File: config.mk
export PLATFORM = sky130hd
export DESIGN_NAME = data_mem_interface
export DESIGN_NICKNAME = d
export VERILOG_FILES = /design/src/rtl/data_mem_interface.sv
export SDC_FILE = /design/constraint.sdc
export NUM_CORES = 1
export LEC_CHECK = 0
export BUFFER_PORTS_ARGS = -buffer_cell sky130_fd_sc_hd__buf_2
export CAP_MARGIN = 20
export CORE_AREA = 2 2 202 204
export CTS_CLUSTER_SIZE = 40
export DETAILED_ROUTE_END_ITERATION = 8
export DIE_AREA = 0 0 204 206
export HOLD_SLACK_MARGIN = 0.03
export PLACE_DENSITY = 0.49
export SLEW_MARGIN = 20
export SYNTH_ARGS = -nofsm -noshare
export SYNTH_HDL_FRONTEND = slang
export SYNTH_SLANG_ARGS = --single-unit
export TNS_END_PERCENT = 5
File: constraint.sdc
create_clock -name clk -period 1.7 [get_ports clk]
set_input_delay 0.51 -clock clk [delete_from_list [all_inputs] [get_ports clk]]
set_output_delay 0.51 -clock clk [all_outputs]
set_load 0.02 [all_outputs]
File: src/rtl/data_mem_interface.sv
`default_nettype none
// ============================================================================
// Module   : data_mem_interface
// Purpose  : CPU-to-data-memory bridge; latches one load/store, runs the memory
//            handshake and returns size-masked, zero-extended load data.
//            Optional address range/alignment check: DMI_RANGE_CHECK_EN
// Revision : 1.0 - initial release
// ============================================================================
module data_mem_interface (
    input  logic        clk,
    input  logic        rst,
    input  logic [63:0] address_from_cpu,
    input  logic        read_bit_from_cpu,
    input  logic        write_bit_from_cpu,
    input  logic [1:0]  size_select_from_cpu,
    input  logic [63:0] write_data_from_cpu,
    input  logic [63:0] DMBottom,
    input  logic [63:0] DMTop,
    input  logic [63:0] read_data_from_mem,
    input  logic        read_ready_from_mem,
    input  logic        write_ready_from_mem,
    input  logic        write_finished_from_mem,
    output logic [63:0] address_to_mem,
    output logic [1:0]  size_select_to_mem,
    output logic [63:0] write_data_to_mem,
    output logic        read_request_to_mem,
    output logic        write_request_to_mem,
    output logic [63:0] read_data_to_cpu
);

    localparam logic [1:0] c_SZ_WORD  = 2'b00;
    localparam logic [1:0] c_SZ_HALF  = 2'b01;
    localparam logic [1:0] c_SZ_BYTE  = 2'b10;
    localparam logic [1:0] c_SZ_DWORD = 2'b11;

    typedef enum logic [1:0] {
        IDLE    = 2'd0,
        WR_WAIT = 2'd1,
        WR_BUSY = 2'd2,
        RD_BUSY = 2'd3
    } state_t;

    function automatic logic [63:0] size_mask(input logic [1:0] sz);
        case (sz)
            c_SZ_BYTE:  size_mask = 64'h0000_0000_0000_00FF;
            c_SZ_HALF:  size_mask = 64'h0000_0000_0000_FFFF;
            c_SZ_WORD:  size_mask = 64'h0000_0000_FFFF_FFFF;
            c_SZ_DWORD: size_mask = 64'hFFFF_FFFF_FFFF_FFFF;
            default:    size_mask = 64'hFFFF_FFFF_FFFF_FFFF;
        endcase
    endfunction

    state_t      r_state;
    logic [63:0] r_addr;
    logic [1:0]  r_size;
    logic [63:0] r_wdata;
    logic        r_rd_req;
    logic        r_wr_req;
    logic [63:0] r_rdata;

    state_t      w_state_next;
    logic [63:0] w_addr_next;
    logic [1:0]  w_size_next;
    logic [63:0] w_wdata_next;
    logic        w_rd_req_next;
    logic        w_wr_req_next;
    logic [63:0] w_rdata_next;
    logic        w_access_ok;

`ifdef DMI_RANGE_CHECK_EN
    function automatic logic [3:0] size_bytes(input logic [1:0] sz);
        case (sz)
            c_SZ_BYTE:  size_bytes = 4'd1;
            c_SZ_HALF:  size_bytes = 4'd2;
            c_SZ_WORD:  size_bytes = 4'd4;
            default:    size_bytes = 4'd8;
        endcase
    endfunction

    logic [3:0]  w_nbytes;
    logic [2:0]  w_align_mask;
    logic [64:0] w_last_byte;

    assign w_nbytes     = size_bytes(size_select_from_cpu);
    assign w_align_mask = w_nbytes[2:0] - 3'd1;
    // 65-bit sum so an access wrapping past 2^64 is seen as out of range
    assign w_last_byte  = {1'b0, address_from_cpu} + {61'd0, w_nbytes} - 65'd1;
    assign w_access_ok  = (address_from_cpu >= DMBottom)
                        && (w_last_byte <= {1'b0, DMTop})
                        && ((address_from_cpu[2:0] & w_align_mask) == 3'd0);
`else
    logic w_unused_ok;

    assign w_unused_ok = ^{DMBottom, DMTop};
    assign w_access_ok = 1'b1;
`endif

    always_comb begin
        w_state_next  = r_state;
        w_addr_next   = r_addr;
        w_size_next   = r_size;
        w_wdata_next  = r_wdata;
        w_rd_req_next = r_rd_req;
        w_wr_req_next = r_wr_req;
        w_rdata_next  = r_rdata;

        case (r_state)
            IDLE: begin
                if (write_bit_from_cpu || read_bit_from_cpu) begin
                    if (w_access_ok) begin
                        w_addr_next  = address_from_cpu;
                        w_size_next  = size_select_from_cpu;
                        w_wdata_next = write_data_from_cpu & size_mask(size_select_from_cpu);
                        if (write_bit_from_cpu) begin
                            w_state_next = WR_WAIT;
                        end else begin
                            w_state_next  = RD_BUSY;
                            w_rd_req_next = 1'b1;
                        end
                    end else if (!write_bit_from_cpu) begin
                        // rejected load reports zero; rejected store is silently dropped
                        w_rdata_next = 64'd0;
                    end
                end
            end
            WR_WAIT: begin
                if (write_ready_from_mem) begin
                    w_state_next  = WR_BUSY;
                    w_wr_req_next = 1'b1;
                end
            end
            WR_BUSY: begin
                if (write_finished_from_mem) begin
                    w_state_next  = IDLE;
                    w_wr_req_next = 1'b0;
                end
            end
            RD_BUSY: begin
                if (read_ready_from_mem) begin
                    w_state_next  = IDLE;
                    w_rd_req_next = 1'b0;
                    w_rdata_next  = read_data_from_mem & size_mask(r_size);
                end
            end
            default: w_state_next = IDLE;
        endcase
    end

    always_ff @(posedge clk) begin
        if (rst) begin
            r_state  <= IDLE;
            r_addr   <= 64'd0;
            r_size   <= 2'd0;
            r_wdata  <= 64'd0;
            r_rd_req <= 1'b0;
            r_wr_req <= 1'b0;
            r_rdata  <= 64'd0;
        end else begin
            r_state  <= w_state_next;
            r_addr   <= w_addr_next;
            r_size   <= w_size_next;
            r_wdata  <= w_wdata_next;
            r_rd_req <= w_rd_req_next;
            r_wr_req <= w_wr_req_next;
            r_rdata  <= w_rdata_next;
        end
    end

    assign address_to_mem       = r_addr;
    assign size_select_to_mem   = r_size;
    assign write_data_to_mem    = r_wdata;
    assign read_request_to_mem  = r_rd_req;
    assign write_request_to_mem = r_wr_req;
    assign read_data_to_cpu     = r_rdata;

endmodule
`default_nettype wire

# --- Word-level counts from Yosys, hierarchy flattened ---
# Cells that the tools add are included.
totals:
  regBits: 198
  elab_cells: 53
  out_inout_bits: 196
  input_bits: 329
op_classes:
  n_mux: 19
  eq_ne: 14
  n_reduce_logical: 11
  bitwise: 2
op_table:
  columns: ["operator", "count"]
  rows:
  - ["64-bit case mux with 4 select lines", 2]
  - ["64-bit two-way mux", 4]
  - ["64-bit bitwise AND", 2]
  - ["2-bit equality test, second input constant", 6]
  - ["2-bit two-way mux", 5]
  - ["2-bit inequality test, second input constant", 5]
  - ["2-bit case mux with 4 select lines", 1]
  - ["4-bit AND reduction", 2]
  - ["2-bit by 1-bit equality test with 1-bit output, second input constant", 3]
  - ["2-bit zero test", 3]
  - ["1-bit two-way mux", 5]
  - ["1-bit case mux with 2 select lines", 2]
  - ["2-bit AND reduction", 2]
  - ["2-bit nonzero test", 2]
  - ["3-bit AND reduction", 1]
  - ["1-bit logical OR", 1]

# --- Depth between registers and ports, before layout ---
logic_depth:
  depth_word: 5
  ltp_mapped: 6
  mapped_depth_nobuf: 4

# --- Worst setup path after synthesis ---
# Ideal clock, no wire load.
synth_path:
  kind: "in2reg"
  start: "input size_select_from_cpu[0]"
  end: "register r_wdata[22], in the netlist write_data_to_mem[22]"
  setup_ns: 0.070
  path_buffers: 2
  setup_slack_ns: 0.130
  arrival_ns: 1.500
  t_required_ns: 1.630
  cell_stages: 6
  cell_sequence: "inv_1 ha_1 buf_1 clkbuf_1 nand4_1 a21oi_1"
synth_between:
  elab_chain_len: 5
  word_cells_on_any_way: 8
  cone_classes: "3 x eq/ne; 3 x mux; 1 x bitwise; 1 x reduce/logical"
synth_rtl:
  columns: ["item", "line_no", "text"]
  rows:
  - ["from (decl)", "15", "input logic [1:0] size_select_from_cpu,"]
  - ["2-bit equality test (tied with other cells)", "44", "case (sz)"]
  - ["64-bit case mux with 4 select lines *", "44", null]
  - ["64-bit two-way mux *", "109", "if (write_bit_from_cpu || read_bit_from_cpu) begin"]
  - ["64-bit two-way mux *", "107", "case (r_state)"]
  - ["64-bit bitwise AND *", "113", "w_wdata_next = write_data_from_cpu & size_mask(size_select_from_cpu);"]
  - ["to (signal assigned)", "162", "r_wdata <= w_wdata_next;"]
  - ["to (decl)", "56", "logic [63:0] r_wdata;"]
# Every way passes the cells marked *; elsewhere a longest branch is shown, timed or not. The select of a mux whose other input is x is not followed.
# A chain may end at the register's enable or synchronous reset.

# --- Worst setup path after layout ---
layout_path:
  start: "register r_size[0], in the netlist size_select_to_mem[0]"
  end: "output size_select_to_mem[0]"
layout_rtl:
  columns: ["item", "line_no", "text"]
  rows:
  - ["from (decl)", "55", "logic [1:0] r_size;"]
  - ["from (signal assigned)", "161", "r_size <= w_size_next;"]
  - ["to (decl)", "24", "output logic [1:0] size_select_to_mem,"]
# No word-level cell between the ends.

==> impl_metrics.csv <==
group,metric,value,unit
synth,yosysMostFrequentCell,"dfxtp_1",
synth,yosys.area.top_type,"dfxtp_1",
detailed_routing,drt_iter0_drc,457,
floorplan,pin_count,525,
synth,synth_top_area_share,0.5166,
synth,synth_warnings,0,
pwr,combinationalPowerShare,0.203,
final_layout,diodes,0,
detailed_routing,antenna_left,0,
floorplan,initial_utilization,0.1909,
run_status,status,"completed",
clocking,htree_num_levels,4,
clocking,insertion_delay,0.46,ns
floorplan,row_count,74,
timing,final-hold-violation-count,0,
setup_path,path_max_fanout,3,
global_route,grt_pass1_wl,43930,um
timing,report.final.slew_viol_count,0,
global_route,grt_max_degree,69,
pwr,p_int,7.831,mW
pwr,ir_worst_vdd,0.6914,mV
clocking,clock-sinks,198,
global_route,grt_pass1_vias,7634,
timing,slew_headroom,0.7264,
pwr,p_leak,4.685,nW
pwr,clockPowerShare,0.354,
pwr,p_sw,3.543,mW
timing,fin_crit,1.612,ns
final_layout,final_cell_count_no_fill,1814,
clocking,cts_root_buffer,"clkbuf_16",
synth,synth_cells,911,
detailed_routing,firstDrtPassIters,4,
detailed_routing,wl_per_cell,16.40,um
synth,synthFlopType,"dfxtp_1",
placed_design,portBuffers,396,
placed_design,routabilityCongestion,0.7758,
min_path,hp-class,"in2reg",
synth,synth_edf_count,0,
clocking,cts_tree,"built",
global_route,grt_overflow,0,
final_layout,layout-drive-gt1-share,0.3760,
detailed_routing,vias_per_cell,4.493,
timing,setup_tns,0,ns
global_route,grt_usage,0.1361,
detailed_routing,routed_wl,29750,um
clocking,clockBufferDepth,2,
setup_path,cp-end-kind,"output pin",
floorplan,die_h,206,um
synth,synth_area,0.007672,mm^2
clocking,cts_hold_buffers,0,
setup_path,cp.arrival,1.10,ns
timing,setup_viol,0,
synth,ys_types,30,
pwr,power.density,1041,mW/mm^2
final_layout,nNetsFinal,1602,
placed_design,hpwl,20970,um
floorplan,core_region_area,0.04018,mm^2
synth,seq_area_frac_synth,0.5166,
timing,fmax,620.4,MHz
detailed_routing,vias,8151,
synth,async_flop_share,0,
placed_design,dp.cells,1782,
final_layout,fillCellCount,4461,
final_layout,seq_area,0.003970,mm^2
synth,synth_seq_cells,198,
final_layout,multi_input_area,0.003128,mm^2
timing,timing.final.crit_share,0.9482,
timing,tightest_slew,0.4104,ns
pwr,p_seq_frac,0.444,
synth,ys_top_cells_by_area,"dfxtp_1, a21oi_1, nand3_1, o21ai_1, nand4_1",
floorplan,die_w,204,um
global_route,antenna_found_initial,1,
flow_run,max_cap_violations,0,
timing,fin_skew,0.01489,ns
floorplan,die_area,0.04202,mm^2
clocking,cts_made_buffers,17,
pwr,swShare,0.3115,
setup_path,crit_type,"reg2out",
synth,avgSynthCellArea,8.422,um^2
final_layout,fin_util,0.2720,
synth,synth_common_cells,"dfxtp_1, a21oi_1, nand3_1, o21ai_1, nand2_1",
clocking,clk_pin_slew_worst_paths,0.08,ns
setup_path,required,1.19,ns
final_layout,area_growth_syn_to_layout,42.47,%
detailed_routing,drc_errors,0,
timing,rsz0062_at_grt,"false",
synth,syn_nets,1244,
setup_path,startpoint_type,"register",
[repair_timing]
item                                    CTS  global route
resized for setup                         4             3
endpoints found under the setup margin    2             5
setup buffers                             0             0
[stage by stage]
stage	instance area [um^2]	hold slack, ns	total power [mW]	setup slack [ns]
CTS	10920	0.2438	11.56	0.002187
global placement	10350	0.4368	7.452	0.07275
detailed placement	10350	0.4406	7.472	0.03616
floorplan	7672	0.5290	6.508	0.1300
global route	10930	0.2492	11.93	0.02613
finish	10930	0.2905	11.37	0.08809
[cell families (layout without fill, tap and decap cells)]
| family | after synthesis | in the layout | synth area share |
|---|---|---|---|
| DFF | 198 | 198 | 0.5166 |
| muxes | 1 | 1 | 0.001305 |
| AOI/OAI and AO/OA | 330 | 330 | 0.2171 |
| adders and majority gates | 4 | 4 | 0.006523 |
| buffers and inverters | 107 | 478 | 0.07681 |
| and+or+nand+nor | 271 | 271 | 0.1817 |
[power groups by stage]
stage | Sequential, mW | Clock, mW | Combinational [mW]
2_1_floorplan | 5.46 | 0 | 1.05
3_3_place_gp | 5.14 | 0 | 2.31
3_5_place_dp | 5.15 | 0 | 2.32
4_1_cts | 5.05 | 4.19 | 2.33
5_1_grt | 5.08 | 4.35 | 2.50
6_report | 5.05 | 4.02 | 2.30
[placed cells by master (no fill, tap or decap), types with 2 or more instances in the layout]
master	Yosys	final
nand4_1	48	48
clkbuf_1	38	2
o21ai_1	100	100
clkbuf_16	0	17
inv_1	3	3
a21oi_1	196	196
ha_1	4	4
inv_6	0	3
buf_4	15	27
nand3_1	122	122
nor2_4	1	2
dfxtp_1	198	195
nand3b_1	8	8
a221oi_1	2	2
o21ai_0	30	30
buf_12	0	19
nor2_1	2	2
nand4b_1	8	8
buf_6	12	3
clkinv_4	0	4
nand2_1	75	75
dfxtp_2	0	2
buf_2	32	394
or2_4	1	2
clkinv_2	0	2
[flip-flops by register name, summed over array words and instances, names as in the netlist]
signal	count
address_to_mem	64
write_request_to_mem	1
read_data_to_cpu	64
write_data_to_mem	64
size_select_to_mem	2
r_state	2
read_request_to_mem	1
[final cells by class]
| type | instances | area share |
|---|---|---|
| Multi-Input combinational cell | 606 | 0.2862 |
| Tap cell | 532 | 0.06090 |
| Timing Repair Buffer | 443 | 0.2368 |
| Clock inverter | 12 | 0.01099 |
| Inverter | 3 | 0.001030 |
| Sequential cell | 198 | 0.3632 |
| Clock buffer | 20 | 0.04087 |
[worst max-delay path, stage by stage (launching register included)]
cell     delay (ns)
dfxtp_4        0.37
buf_4          0.14
buf_6          0.13
[metal layers]
metal  global-route usage  wire length (um)
met1               0.1663             12970
met3              0.04904              2440
met4              0.04089               392
met5                    0                13
met2               0.2238             13930
[path summary, 6_finish.rpt]
kind                         startpoint                    end  slack [ns]  depth (start not counted)
hold / removal      address_from_cpu[3]      address_to_mem[3]        0.29                          3
setup / recovery  size_select_to_mem[0]  size_select_to_mem[0]        0.09                          2
hold reg to reg    read_data_to_cpu[20]   read_data_to_cpu[20]        0.45                          2
setup reg to reg             r_state[1]      address_to_mem[6]        0.31                          4
Power figures use the tool's default switching activity.
